### config.mk
export PLATFORM = sky130hd
export DESIGN_NAME = video_timing_gen_flat
export DESIGN_NICKNAME = d
export VERILOG_FILES = /design/src/rtl/video_pkg.sv /design/src/rtl/video_timing_gen_if.sv /design/src/rtl/vtg_axis_counter.sv /design/src/rtl/video_timing_gen.sv /design/src/flat_wrapper.sv
export SDC_FILE = /design/constraint.sdc
export NUM_CORES = 1
export LEC_CHECK = 0
export ABC_AREA = 1
export BUFFER_PORTS_ARGS = -buffer_cell sky130_fd_sc_hd__buf_2
export CAP_MARGIN = 40
export CORE_MARGIN = 8
export CORE_UTILIZATION = 50
export DETAILED_ROUTE_END_ITERATION = 6
export HOLD_SLACK_MARGIN = 0.05
export PLACE_DENSITY = 0.77
export SLEW_MARGIN = 20
export SYNTH_ARGS = -nofsm -noshare
export SYNTH_HDL_FRONTEND = slang
export SYNTH_SLANG_ARGS = --single-unit
### constraint.sdc
create_clock -name clk -period 1.5 [get_ports clk]
set_input_delay 0.225 -clock clk [delete_from_list [all_inputs] [get_ports clk]]
set_output_delay 0.225 -clock clk [all_outputs]
set_load 0.05 [all_outputs]
### src/rtl/video_pkg.sv
// video_pkg: default timing, axis timing struct, IRQ state encoding and total-length helper
package video_pkg;
  localparam int H_ACTIVE_DEF = 256;
  localparam int H_FP_DEF     = 32;
  localparam int H_SYNC_DEF   = 32;
  localparam int H_BP_DEF     = 64;
  localparam int V_ACTIVE_DEF = 224;
  localparam int V_FP_DEF     = 16;
  localparam int V_SYNC_DEF   = 8;
  localparam int V_BP_DEF     = 16;
  localparam int PIX_DIV_DEF  = 8;
  localparam int IRQ_LINE_DEF = 224;
  typedef struct packed {
    int unsigned active;
    int unsigned fp;
    int unsigned sync;
    int unsigned bp;
  } vtg_timing_t;
  // IDLE encodes as 1 so the state flop drives irq_n directly
  typedef enum logic {PEND = 1'b0, IDLE = 1'b1} irq_state_t;
  function automatic int unsigned vtg_total(vtg_timing_t t);
    return t.active + t.fp + t.sync + t.bp;
  endfunction
endpackage

### src/rtl/video_timing_gen_if.sv
// video_timing_gen_if: timing outputs and IRQ acknowledge of video_timing_gen
interface video_timing_gen_if #(parameter int HW = 9, parameter int VW = 9);
  logic irq_ack, pix_ce, hsync, vsync, csync_n, hblank, vblank, de, line_start, frame_start, irq_n;
  logic [HW-1:0] hcount;
  logic [VW-1:0] vcount;
  modport master (input irq_ack, output pix_ce, hcount, vcount, hsync, vsync, csync_n,
                  hblank, vblank, de, line_start, frame_start, irq_n);
  modport slave (output irq_ack, input pix_ce, hcount, vcount, hsync, vsync, csync_n,
                 hblank, vblank, de, line_start, frame_start, irq_n);
endinterface

### src/rtl/vtg_axis_counter.sv
// vtg_axis_counter: one timing axis -- position counter, wrap strobe, blank/sync decode of the next position
module vtg_axis_counter import video_pkg::*; #(
  parameter vtg_timing_t T = '{active: H_ACTIVE_DEF, fp: H_FP_DEF, sync: H_SYNC_DEF, bp: H_BP_DEF},
  parameter int W = $clog2(vtg_total(T))
) (
  input  logic         clk,
  input  logic         rst,
  input  logic         en,
  output logic [W-1:0] count,
  output logic         wrap,
  output logic         blank_nxt,
  output logic         sync_nxt
);
  localparam int TOT = vtg_total(T);
  localparam int S0 = T.active + T.fp;
  logic [W-1:0] count_q, count_d;
  // decode the value the counter is about to take so the caller's flags land with it
  always_comb begin
    wrap = en && count_q == W'(TOT - 1);
    count_d = wrap ? '0 : en ? count_q + 1'b1 : count_q;
    blank_nxt = count_d >= W'(T.active);
    sync_nxt = count_d >= W'(S0) && count_d < W'(S0 + T.sync);
  end
  always_ff @(posedge clk)
    if (rst) count_q <= '0;
    else count_q <= count_d;
  assign count = count_q;
endmodule

### src/rtl/video_timing_gen.sv
// video_timing_gen: raster timing generator with pixel divider and vblank IRQ
// `define VTG_IRQ_EN to build the IRQ state machine; otherwise irq_n is tied high
module video_timing_gen import video_pkg::*; #(
  parameter int H_ACTIVE = H_ACTIVE_DEF,
  parameter int H_FP     = H_FP_DEF,
  parameter int H_SYNC   = H_SYNC_DEF,
  parameter int H_BP     = H_BP_DEF,
  parameter int V_ACTIVE = V_ACTIVE_DEF,
  parameter int V_FP     = V_FP_DEF,
  parameter int V_SYNC   = V_SYNC_DEF,
  parameter int V_BP     = V_BP_DEF,
  parameter int PIX_DIV  = PIX_DIV_DEF,
  parameter bit HS_POL   = 1'b0,
  parameter bit VS_POL   = 1'b0,
  parameter int IRQ_LINE = IRQ_LINE_DEF
) (
  input logic clk,
  input logic rst,
  video_timing_gen_if.master vif
);
  localparam vtg_timing_t HT = '{active: H_ACTIVE, fp: H_FP, sync: H_SYNC, bp: H_BP};
  localparam vtg_timing_t VT = '{active: V_ACTIVE, fp: V_FP, sync: V_SYNC, bp: V_BP};
  localparam int H_TOTAL = vtg_total(HT);
  localparam int V_TOTAL = vtg_total(VT);
  localparam int HW = $clog2(H_TOTAL);
  localparam int VW = $clog2(V_TOTAL);
  localparam int DW = PIX_DIV > 1 ? $clog2(PIX_DIV) : 1;
  if (PIX_DIV < 1 || IRQ_LINE < 0 || IRQ_LINE >= V_TOTAL || H_FP == 0 || H_SYNC == 0 || H_BP == 0 ||
      V_FP == 0 || V_SYNC == 0 || V_BP == 0) begin : g_bad_cfg
    $fatal(1, "video_timing_gen: illegal timing configuration");
  end
  logic [DW-1:0] div_q, div_d;
  logic [HW-1:0] h_count;
  logic [VW-1:0] v_count;
  logic tick, h_wrap, v_wrap, h_blank_nxt, h_sync_nxt, v_blank_nxt, v_sync_nxt;
  logic pix_ce_q, pix_ce_d, line_start_q, line_start_d, frame_start_q, frame_start_d;
  logic hblank_q, hblank_d, vblank_q, vblank_d, de_q, de_d;
  logic hsync_q, hsync_d, vsync_q, vsync_d, csync_n_q, csync_n_d;
  assign tick = div_q == DW'(PIX_DIV - 1);
  vtg_axis_counter #(.T(HT), .W(HW)) u_h (.clk(clk), .rst(rst), .en(tick), .count(h_count),
    .wrap(h_wrap), .blank_nxt(h_blank_nxt), .sync_nxt(h_sync_nxt));
  vtg_axis_counter #(.T(VT), .W(VW)) u_v (.clk(clk), .rst(rst), .en(h_wrap), .count(v_count),
    .wrap(v_wrap), .blank_nxt(v_blank_nxt), .sync_nxt(v_sync_nxt));
  always_comb begin
    div_d = tick ? '0 : div_q + 1'b1;
    pix_ce_d = tick;
    line_start_d = h_wrap;
    frame_start_d = v_wrap;
    hblank_d = h_blank_nxt;
    vblank_d = v_blank_nxt;
    de_d = ~h_blank_nxt & ~v_blank_nxt;
    hsync_d = HS_POL ? h_sync_nxt : ~h_sync_nxt;
    vsync_d = VS_POL ? v_sync_nxt : ~v_sync_nxt;
    csync_n_d = ~(h_sync_nxt | v_sync_nxt);
  end
  always_ff @(posedge clk)
    if (rst) begin
      div_q <= '0;
      pix_ce_q <= 1'b0;
      line_start_q <= 1'b0;
      frame_start_q <= 1'b0;
      hblank_q <= 1'b0;
      vblank_q <= 1'b0;
      de_q <= 1'b1;
      hsync_q <= ~HS_POL;
      vsync_q <= ~VS_POL;
      csync_n_q <= 1'b1;
    end else begin
      div_q <= div_d;
      pix_ce_q <= pix_ce_d;
      line_start_q <= line_start_d;
      frame_start_q <= frame_start_d;
      hblank_q <= hblank_d;
      vblank_q <= vblank_d;
      de_q <= de_d;
      hsync_q <= hsync_d;
      vsync_q <= vsync_d;
      csync_n_q <= csync_n_d;
    end
`ifdef VTG_IRQ_EN
  // raise when the line counter is about to step onto IRQ_LINE; a raise beats a coincident ack
  localparam int IRQ_PREV = IRQ_LINE == 0 ? V_TOTAL - 1 : IRQ_LINE - 1;
  irq_state_t irq_q, irq_d;
  always_comb irq_d = (h_wrap && v_count == VW'(IRQ_PREV)) ? PEND : vif.irq_ack ? IDLE : irq_q;
  always_ff @(posedge clk)
    if (rst) irq_q <= IDLE;
    else irq_q <= irq_d;
  assign vif.irq_n = irq_q;
`else
  logic unused_irq_ack;
  assign unused_irq_ack = vif.irq_ack;
  assign vif.irq_n = 1'b1;
`endif
  assign vif.pix_ce = pix_ce_q;
  assign vif.hcount = h_count;
  assign vif.vcount = v_count;
  assign vif.hsync = hsync_q;
  assign vif.vsync = vsync_q;
  assign vif.csync_n = csync_n_q;
  assign vif.hblank = hblank_q;
  assign vif.vblank = vblank_q;
  assign vif.de = de_q;
  assign vif.line_start = line_start_q;
  assign vif.frame_start = frame_start_q;
endmodule

### src/flat_wrapper.sv
// flat-port wrapper written by rule: the top's interface ports become plain ports
module video_timing_gen_flat import video_pkg::*;
#(
  parameter int H_ACTIVE = H_ACTIVE_DEF,
  parameter int H_FP     = H_FP_DEF,
  parameter int H_SYNC   = H_SYNC_DEF,
  parameter int H_BP     = H_BP_DEF,
  parameter int V_ACTIVE = V_ACTIVE_DEF,
  parameter int V_FP     = V_FP_DEF,
  parameter int V_SYNC   = V_SYNC_DEF,
  parameter int V_BP     = V_BP_DEF,
  parameter int PIX_DIV  = PIX_DIV_DEF,
  parameter bit HS_POL   = 1'b0,
  parameter bit VS_POL   = 1'b0,
  parameter int IRQ_LINE = IRQ_LINE_DEF
)
  (clk, rst, vif_irq_ack, vif_pix_ce, vif_hcount, vif_vcount, vif_hsync, vif_vsync, vif_csync_n, vif_hblank, vif_vblank, vif_de, vif_line_start, vif_frame_start, vif_irq_n);
  video_timing_gen_if #(.HW(4), .VW(4)) vif_i ();
  input logic clk;
  input logic rst;
  input wire logic [$bits(vif_i.irq_ack)-1:0] vif_irq_ack;
  output wire logic [$bits(vif_i.pix_ce)-1:0] vif_pix_ce;
  output wire logic [$bits(vif_i.hcount)-1:0] vif_hcount;
  output wire logic [$bits(vif_i.vcount)-1:0] vif_vcount;
  output wire logic [$bits(vif_i.hsync)-1:0] vif_hsync;
  output wire logic [$bits(vif_i.vsync)-1:0] vif_vsync;
  output wire logic [$bits(vif_i.csync_n)-1:0] vif_csync_n;
  output wire logic [$bits(vif_i.hblank)-1:0] vif_hblank;
  output wire logic [$bits(vif_i.vblank)-1:0] vif_vblank;
  output wire logic [$bits(vif_i.de)-1:0] vif_de;
  output wire logic [$bits(vif_i.line_start)-1:0] vif_line_start;
  output wire logic [$bits(vif_i.frame_start)-1:0] vif_frame_start;
  output wire logic [$bits(vif_i.irq_n)-1:0] vif_irq_n;
  assign vif_i.irq_ack = vif_irq_ack;
  assign vif_pix_ce = vif_i.pix_ce;
  assign vif_hcount = vif_i.hcount;
  assign vif_vcount = vif_i.vcount;
  assign vif_hsync = vif_i.hsync;
  assign vif_vsync = vif_i.vsync;
  assign vif_csync_n = vif_i.csync_n;
  assign vif_hblank = vif_i.hblank;
  assign vif_vblank = vif_i.vblank;
  assign vif_de = vif_i.de;
  assign vif_line_start = vif_i.line_start;
  assign vif_frame_start = vif_i.frame_start;
  assign vif_irq_n = vif_i.irq_n;
  video_timing_gen #(.H_ACTIVE(H_ACTIVE), .H_FP(H_FP), .H_SYNC(H_SYNC), .H_BP(H_BP), .V_ACTIVE(V_ACTIVE), .V_FP(V_FP), .V_SYNC(V_SYNC), .V_BP(V_BP), .PIX_DIV(PIX_DIV), .HS_POL(HS_POL), .VS_POL(VS_POL), .IRQ_LINE(IRQ_LINE)) u_core (.clk(clk), .rst(rst), .vif(vif_i));
endmodule
Yosys cells after proc, flatten, opt, wreduce, memory -nomap -nowiden --
Index checks and enable logic that the tools add are counted. Widths: inputs -> output; s select.
Operators by class: add/subtract/negate cells 3, $mul 0, divide/modulo/power cells 0, $lt $le $gt $ge 6, equal/unequal tests 3, shift operators 0, muxes and demuxes 4, bitwise gates (word level) 7, reduce and logical (&&, ||, !) cells 5
Operators with widths (count):
- $mux 9 | 4
- $add 9x1->9 const B | 2
- $eq 9x9->1 const B | 2
- $ge 9x8->1 const B | 2
- $ge 9x9->1 const B | 2
- $lt 9x8->1 const B | 1
- $lt 9x9->1 const B | 1
- $not 1->1 | 5
- $logic_and 1x1->1 | 4
- $add 3x1->3 const B | 1
- $eq 3x3->1 const B | 1
- $reduce_or 2->1 | 1
- $and 1x1->1 | 1
- $or 1x1->1 | 1
Storage, ports and cells: register bits after elaboration 30, bits in latches 0, memory bits (writable) 0, memory bits (read-only) 0, memories 0

Logic depth before layout (Yosys ltp) --
Gate-level depths: netlist of run 1.
depth in word-level cells 8, gate-level depth with buffers 12

Hierarchy --
A second synthesis of run 1 with hierarchy kept.
Unflattened totals: cell total of the unflattened synthesis 183, area total of the unflattened synthesis 1377.6 sq um
By module, submodules not included:
- vtg_axis_counter (u_core.u_v) | instances 1, cells an instance 82, area each 524.3 sq um
- vtg_axis_counter (u_core.u_h) | instances 1, cells an instance 64, area each 493.0 sq um
- video_timing_gen | instances 1, cells an instance 37, area each 360.3 sq um

Worst setup path before layout of run 1 --
Ideal clock, no wire load.
path kind reg-to-reg, start point register u_core.div_q[0], end point register u_core.de_q, in the netlist u_core.vif.de, arrival 1564 ps, required time 1385 ps, setup slack -180 ps, cell stages (with the launch flop) 13, buffers on the path 1, clock period less this slack 1680 ps, cell sequence dfxtp_1 > ha_1 > ha_1 > nand2_2 > nor2_4 > nand3_4 > buf_6 > nand2_2 > inv_2 > a21oi_2 > nand3_2 > nand3_1 > nand2_1
Between the ends: cells in the longest elaborated chain, start to end 7, elaborated cells on any way between the ends 12, classes of those cells 2 x order compare; 1 x eq/ne; 4 x mux; 3 x bitwise; 2 x reduce/logical
RTL lines:
- start, declared | line video_timing_gen.sv:32 | logic [DW-1:0] div_q, div_d;
- start signal, assigned | line video_timing_gen.sv:69 | div_q <= div_d;
- $eq 3x3->1 * | line video_timing_gen.sv:39 | assign tick = div_q == DW'(PIX_DIV - 1);
- named net u_core.pix_ce_d | line video_timing_gen.sv:36 | logic pix_ce_q, pix_ce_d, line_start_q, line_start_d, frame_start_q, frame_start_d;
- $logic_and 1x1->1 | line vtg_axis_counter.sv:19 | wrap = en && count_q == W'(TOT - 1);
- $mux 9 / $logic_and 1x1->1 (equally long branches) | line vtg_axis_counter.sv:20, vtg_axis_counter.sv:19
- $mux 9 | line vtg_axis_counter.sv:20 | count_d = wrap ? '0 : en ? count_q + 1'b1 : count_q;
- $ge 9x8->1 | line vtg_axis_counter.sv:21 | blank_nxt = count_d >= W'(T.active);
- $not 1->1 | line video_timing_gen.sv:51 | de_d = ~h_blank_nxt & ~v_blank_nxt;
- $and 1x1->1 * | line video_timing_gen.sv:51
- end signal, assigned | line video_timing_gen.sv:64 | de_q <= 1'b1;
- end signal, assigned | line video_timing_gen.sv:75 | de_q <= de_d;
- end, declared | line video_timing_gen.sv:37 | logic hblank_q, hblank_d, vblank_q, vblank_d, de_q, de_d;
Mark *: on every way through the listed nets, which the timed path passes. The rest lies on a longest branch. A chain may end at the register's enable or synchronous reset.

Final worst setup path of run 1 --
start point register u_core.div_q[0], end point register u_core.csync_n_q, in the netlist u_core.vif.csync_n
Between the ends: cells in the longest elaborated chain, start to end 8, elaborated cells on any way between the ends 15, classes of those cells 4 x order compare; 1 x eq/ne; 4 x mux; 2 x bitwise; 4 x reduce/logical
RTL lines:
- $eq 3x3->1 * | line video_timing_gen.sv:39
- named net u_core.pix_ce_d | line video_timing_gen.sv:36
- $logic_and 1x1->1 | line vtg_axis_counter.sv:19
- $mux 9 / $logic_and 1x1->1 (equally long branches) | line vtg_axis_counter.sv:20, vtg_axis_counter.sv:19
- $mux 9 | line vtg_axis_counter.sv:20
- $ge 9x8->1 / $lt 9x8->1 (equally long branches) | line vtg_axis_counter.sv:22 | sync_nxt = count_d >= W'(S0) && count_d < W'(S0 + T.sync);
- $logic_and 1x1->1 | line vtg_axis_counter.sv:22
- $or 1x1->1 * | line video_timing_gen.sv:54 | csync_n_d = ~(h_sync_nxt | v_sync_nxt);
- $not 1->1 * | line video_timing_gen.sv:54
- end signal, assigned | line video_timing_gen.sv:78 | csync_n_q <= csync_n_d;
- end, declared | line video_timing_gen.sv:38 | logic hsync_q, hsync_d, vsync_q, vsync_d, csync_n_q, csync_n_d;
Marked as above.

==> metrics.txt, run 1 <==
status complete, but fails checks; failing checks negative setup slack; Avg Inst Size Synth 7.41 um2; crit-path max FO 4; clk buf depth 2; Critical Path Max Stage Delay 0.36 ns; most frequent cell after synthesis nand2_1; Power Density 746 nW/um2; Iter 0 DRT Violations 99; via count of the first global-routing pass 1,279; library cells used by synthesis 32; DRC Markers 0; Starting Density 50.7%; TritonCTS clock tree done; Die Wd 70.7 um; Setup WS post-layout -0.205 ns; P_leak 0.910 nW; Syn Inst Count 202; Post-synth EDFFs 0; required time worst endpoint 1.74 ns; FF-to-FF Start u_core.div_q[0]; Vias/cell 4.72; clock root buffer clkbuf_4; worst path cell trace ha_4 -> ha_4 -> nand2_4 -> nor2_4 -> buf_4 -> nand4_1 -> or2_1 -> nand3_2 -> nand2_2 -> nor2_4 -> nor2_1; nets 259; Buf/Inv on CP 1; Via Count 1,351; post-synth top area share 40.1%; WL/cell 11.3 um; worst min path class in2reg; max-slew violations 0; # rows 20; worst path arrival time 1.94 ns; Clock Skew 0.00830 ns; initial antenna violation count 0; synthesis-stage register bit count 30; hold_buf cts 0; CTS sink cnt 30; H-tree Lvls 2; setup_tns -1.78 ns; HPWL after DPL 2.30 mm; synthesized cell area 1500 um2; Worst path slowest cell dfxtp_2; TritonCTS buffer count 5; Setup violations, final 19; share of cells above drive strength 1 39.1%; placer's final routability congestion estimate 0.799; clk slew on worst S/H paths 0.10 ns; critical setup path kind reg2reg; TritonRoute pass-1 iters 5; ANT cells 0; Clock Latency Late Sink 0.33 ns; first-pass GRT wire length 5.45 mm; total wire length 3.23 mm; CP startpoint u_core.div_q[0]; Critical Path Sink Type register; Peak VDD IR 0.583 mV; Hold Startpoint rst; Die ar. 5000 um2; IO Port Bufs 18; Placed Cells 271; Area Growth Syn to Fin 34.4%; DP Area 1800 um2; Top Ports 21; Post-Layout Cell Count 286; core region area 2950 um2; Max Cap Viol 0; GR Util All Layers 13.4%; top cells by count, synth nand2_1 (45), nor2_1 (31), dfxtp_1 (30); Tcrit/Tclk final 114%; Syn Nets 209; unrepaired setup endpoints after global routing true; utilization after layout 68.2%; total grt overflow 0; Seq/Total Area, Yosys 40.1%; fin crit period 1.70 ns; CP delay by family, top simple AND/OR/NAND/NOR gates; Die Ht 70.7 um; Final Hold Viols 0; top cells by area, synth dfxtp_1 (40%), nand2_1 (11%), nor2_1 (7.8%); DRT antenna net count 0; Post-synth ARST share 0%; f_max 0.587 GHz; tightest hold margin 0.170 ns; fin area 2010 um2; largest net degree at the start of global routing 20; Synth area leader dfxtp_1; crit path launch type register; Ys Warns 0; Top FF cell, synth dfxtp_1
-- flip-flops by register name (all words and copies together) (netlist names) --
register and cells:
u_core.vif.hblank 1, u_core.vif.line_start 1, u_core.vif.vsync 1, u_core.u_v.count 9
u_core.div_q 3, u_core.vif.csync_n 1, u_core.u_h.count 9, u_core.vif.hsync 1
u_core.vif.de 1, u_core.vif.pix_ce 1, u_core.vif.frame_start 1, u_core.vif.vblank 1
-- layer usage --
metal	vias up	track usage (%)	part of all wire (%)
met3	2	4.10	4.6
met4	0	7.39	0.77
met2	27	21.3	49
met1	610	15.8	46
met5	-	0	0
li1	712	-	-
-- kinds of logic after synthesis --
| group | after synthesis | synth area share, % |
|---|---|---|
| and+or+nand+nor | 111 | 35.1 |
| buffers and inverters | 39 | 12.9 |
| DFF | 30 | 40.1 |
| AOI/OAI and AO/OA | 11 | 4.85 |
| xor gates and xnor gates | 6 | 3.51 |
| adders and majority gates | 4 | 3.34 |
| other | 1 | 0.250 |
-- placed cells by master (no fill, tap or decap), drive strengths merged, types with 2 or more instances in the layout --
master	count
o21ai	5
nand2	53
buf	55
nand3	12
inv	26
dfxtp	30
clkbuf	5
nor3b	2
a21oi	5
clkinvlp	2
ha	4
xor2	5
nor2	36
nand4	5
-- final cells by class --
type                       count  area, um2
clock inverter                 3       45.0
timing repair buffer          55        372
multi-input combinational    133        808
clock buffer                   5       37.5
inverter                      27        106
fill                         241        940
tap                           33       41.3
sequential                    30        603
-- where the power goes --
group	total (mW)	internal, mW	switching (mW)
clock	0.648	0.350	0.299
sequential	0.810	0.804	0.00543
combinational	0.0442	0.0150	0.0291
-- stage by stage --
| step | total power [mW] | worst slack [ns] |
|---|---|---|
| 2_1_floorplan | 0.861 | -0.0719 |
| 3_3_place_gp | 0.870 | -0.172 |
| 3_5_place_dp | 0.872 | -0.210 |
| 4_1_cts | 1.52 | -0.162 |
| 5_1_grt | 1.56 | -0.298 |
| 6_report | 1.50 | -0.205 |
-- final timing paths --
path                   endpoint  slack [ns]  cells past startpoint
max          u_core.vif.csync_n       -0.20                     11
min reg2reg     u_core.div_q[0]        0.43                      1
min               u_core.vif.de        0.17                      3
max reg2reg  u_core.vif.csync_n       -0.20                     11
-- timing repair --
action	CTS	global route
hold endpoints to repair	0	0
cloned	0	0
setup buffers	5	2
gates resized for setup	10	11
setup endpoints to repair	17	20
pin swaps	2	4
-- worst min-delay path: stages --
cell and delay, ns:
buf_2 0.09, inv_1 0.09, nand2_1 0.08
No activity file was read; power rests on OpenSTA's default activity.
==> run 2: changes to the inputs <==
--- a/config.mk
+++ b/config.mk
@@ -9,10 +9,10 @@
 export BUFFER_PORTS_ARGS = -buffer_cell sky130_fd_sc_hd__buf_2
 export CAP_MARGIN = 40
 export CORE_MARGIN = 8
-export CORE_UTILIZATION = 50
+export CORE_UTILIZATION = 55
 export DETAILED_ROUTE_END_ITERATION = 6
 export HOLD_SLACK_MARGIN = 0.05
-export PLACE_DENSITY = 0.77
+export PLACE_DENSITY = 0.8
 export SLEW_MARGIN = 20
 export SYNTH_ARGS = -nofsm -noshare
 export SYNTH_HDL_FRONTEND = slang
==> constraint.sdc (replaced) <==
create_clock -name clk -period 1.65 [get_ports clk]
set_input_delay 0.2475 -clock clk [delete_from_list [all_inputs] [get_ports clk]]
set_output_delay 0.2475 -clock clk [all_outputs]
set_load 0.05 [all_outputs]
==> run 2 against run 1 <==
The run still ends with negative setup slack left. Sequential cell count is the same. Sequential share of layout area up 2.4 points. Critical endpoint unchanged. Cell count shrank 4.5%. Fmax is 0.34% lower. Register-to-register slack gained 0.14 ns. Total power shrank 18%. Combinational power is 3% lower. Global-route usage rose by 0.91 points.
==> metrics.txt, run 2 (same netlist as run 1, synthesis figures left out) <==
status complete, but fails checks; failing checks negative setup slack; Final Hold Viols 0; TritonCTS clock tree done; Critical Path Max Stage Delay 0.35 ns; crit-path max FO 7; Starting Density 56.2%; Clock Skew 0.0114 ns; DRC Markers 0; tightest hold margin 0.277 ns; max-slew violations 0; GR Util All Layers 14.4%; worst min path class in2reg; Switching Power 284 uW; fin area 1860 um2; nets 248; worst path cell trace ha_4 -> ha_4 -> nand2_4 -> nor2_4 -> nand3_4 -> nor2_2 -> xor2_1 -> nand3_1 -> nor2_2 -> nor2_1; clock root buffer clkbuf_4; Die ar. 4650 um2; Vias/cell 4.85; Power Density 664 nW/um2; clk slew on worst S/H paths 0.10 ns; Critical Path Sink Type register; Worst path slowest cell dfxtp_2; f_max 0.585 GHz; H-tree Lvls 2; Iter 0 DRT Violations 51; CP delay by family, top simple AND/OR/NAND/NOR gates; Max Cap Viol 0; CTS sink cnt 30; Die Wd 68.2 um; required time worst endpoint 1.88 ns; Setup violations, final 4; fin crit period 1.71 ns; DRT antenna net count 0; hold_buf cts 0; critical setup path kind reg2reg; first-pass GRT wire length 5.06 mm; P_leak 0.853 nW; Tcrit/Tclk final 104%; Area Growth Syn to Fin 24.3%; Clock Latency Late Sink 0.34 ns; HPWL after DPL 2.17 mm; sequential share of power 59.5%; IO Port Bufs 18; TritonCTS buffer count 5; clk buf depth 2; most common cell after layout, fill and taps aside nand2_1; Buf/Inv on CP 0; unrepaired setup endpoints after global routing true; internal cell power 953 uW; Via Count 1,324; worst path arrival time 1.94 ns; total wire length 3.08 mm; Clk network pwr share 37.0%; Peak VDD IR 0.697 mV; Die Ht 68.2 um; total grt overflow 0; share of cells above drive strength 1 34.7%; Final Power 1.24 mW; switching share of total power 23.0%; most frequent cells in the layout nand2_1 (43), nor2_1 (28), dfxtp_1 (28), inv_1 (24), buf_4 (24); core region area 2660 um2; WL/cell 11.3 um; initial antenna violation count 0; # rows 19; Setup WS post-layout -0.0607 ns; Logic pwr share 3.5%; via count of the first global-routing pass 1,209; DP Area 1730 um2; placer's final routability congestion estimate 0.810; crit path launch type register; largest net degree at the start of global routing 15; TritonRoute pass-1 iters 4; Top Ports 21; ANT cells 0
[run 2: power by group through the flow]
stage	clock network, mW	logic [mW]	registers [mW]
3_3_place_gp	0	0.0378	0.750
6_report	0.458	0.0429	0.736
3_5_place_dp	0	0.0393	0.750
4_1_cts	0.470	0.0427	0.736
2_1_floorplan	0	0.0282	0.750
5_1_grt	0.500	0.0501	0.737
[run 2: metal layers]
layer / vias to the layer above / global-route usage (%) / wire [um]
li1: 693 / - / -
met1: 599 / 17.4 / 1480
met2: 25 / 21.5 / 1370
met3: 7 / 4.58 / 156
met4: 0 / 9.21 / 73
met5: - / 0 / 0
[run 2: metrics by stage]
step / worst slack, ns / TNS, ns / utilization, % / cells
final: -0.0607 / -0.180 / 69.9 / 273
after global routing: -0.168 / -1.04 / 69.9 / 273
after CTS: -0.0515 / -0.174 / 68.8 / 273
after detailed placement: -0.129 / -0.456 / 64.8 / 262
after global placement: -0.129 / -0.445 / 64.8 / 262
after floorplan: 0.0250 / 0 / - / 202
[run 2: worst paths after layout]
check	startpoint	to	slack, ns	depth (start not counted)
worst max-delay path	u_core.div_q[1]	u_core.vif.csync_n	-0.06	10
worst min-delay path	rst	u_core.u_h.count[4]	0.28	2
worst max register to register	u_core.div_q[1]	u_core.vif.csync_n	-0.06	10
worst min register to register	u_core.div_q[0]	u_core.div_q[0]	0.43	1
[run 2: timing repair]
action	4_1_cts	5_1_grt
pin swaps	7	1
setup endpoints to repair	5	8
endpoints found under the hold margin	0	0
buffers inserted	3	0
gates resized for setup	6	10
[run 2: cell type report]
| type | instances | area [um2] |
|---|---|---|
| inverters | 27 | 106 |
| well taps | 31 | 38.8 |
| clock buffers | 7 | 55.1 |
| clock inverters | 1 | 5.00 |
| repair buffers | 44 | 293 |
| flip-flops and latches | 30 | 603 |
| fillers | 214 | 801 |
| multi-input cells | 133 | 761 |
[run 2: worst register-to-register path: stages (launching register included)]
cell and delay [ns]:
dfxtp_2 0.35, ha_4 0.14, ha_4 0.16, nand2_4 0.06, nor2_4 0.12, nand3_4 0.15
nor2_2 0.15, xor2_1 0.19, nand3_1 0.14, nor2_2 0.11, nor2_1 0.04
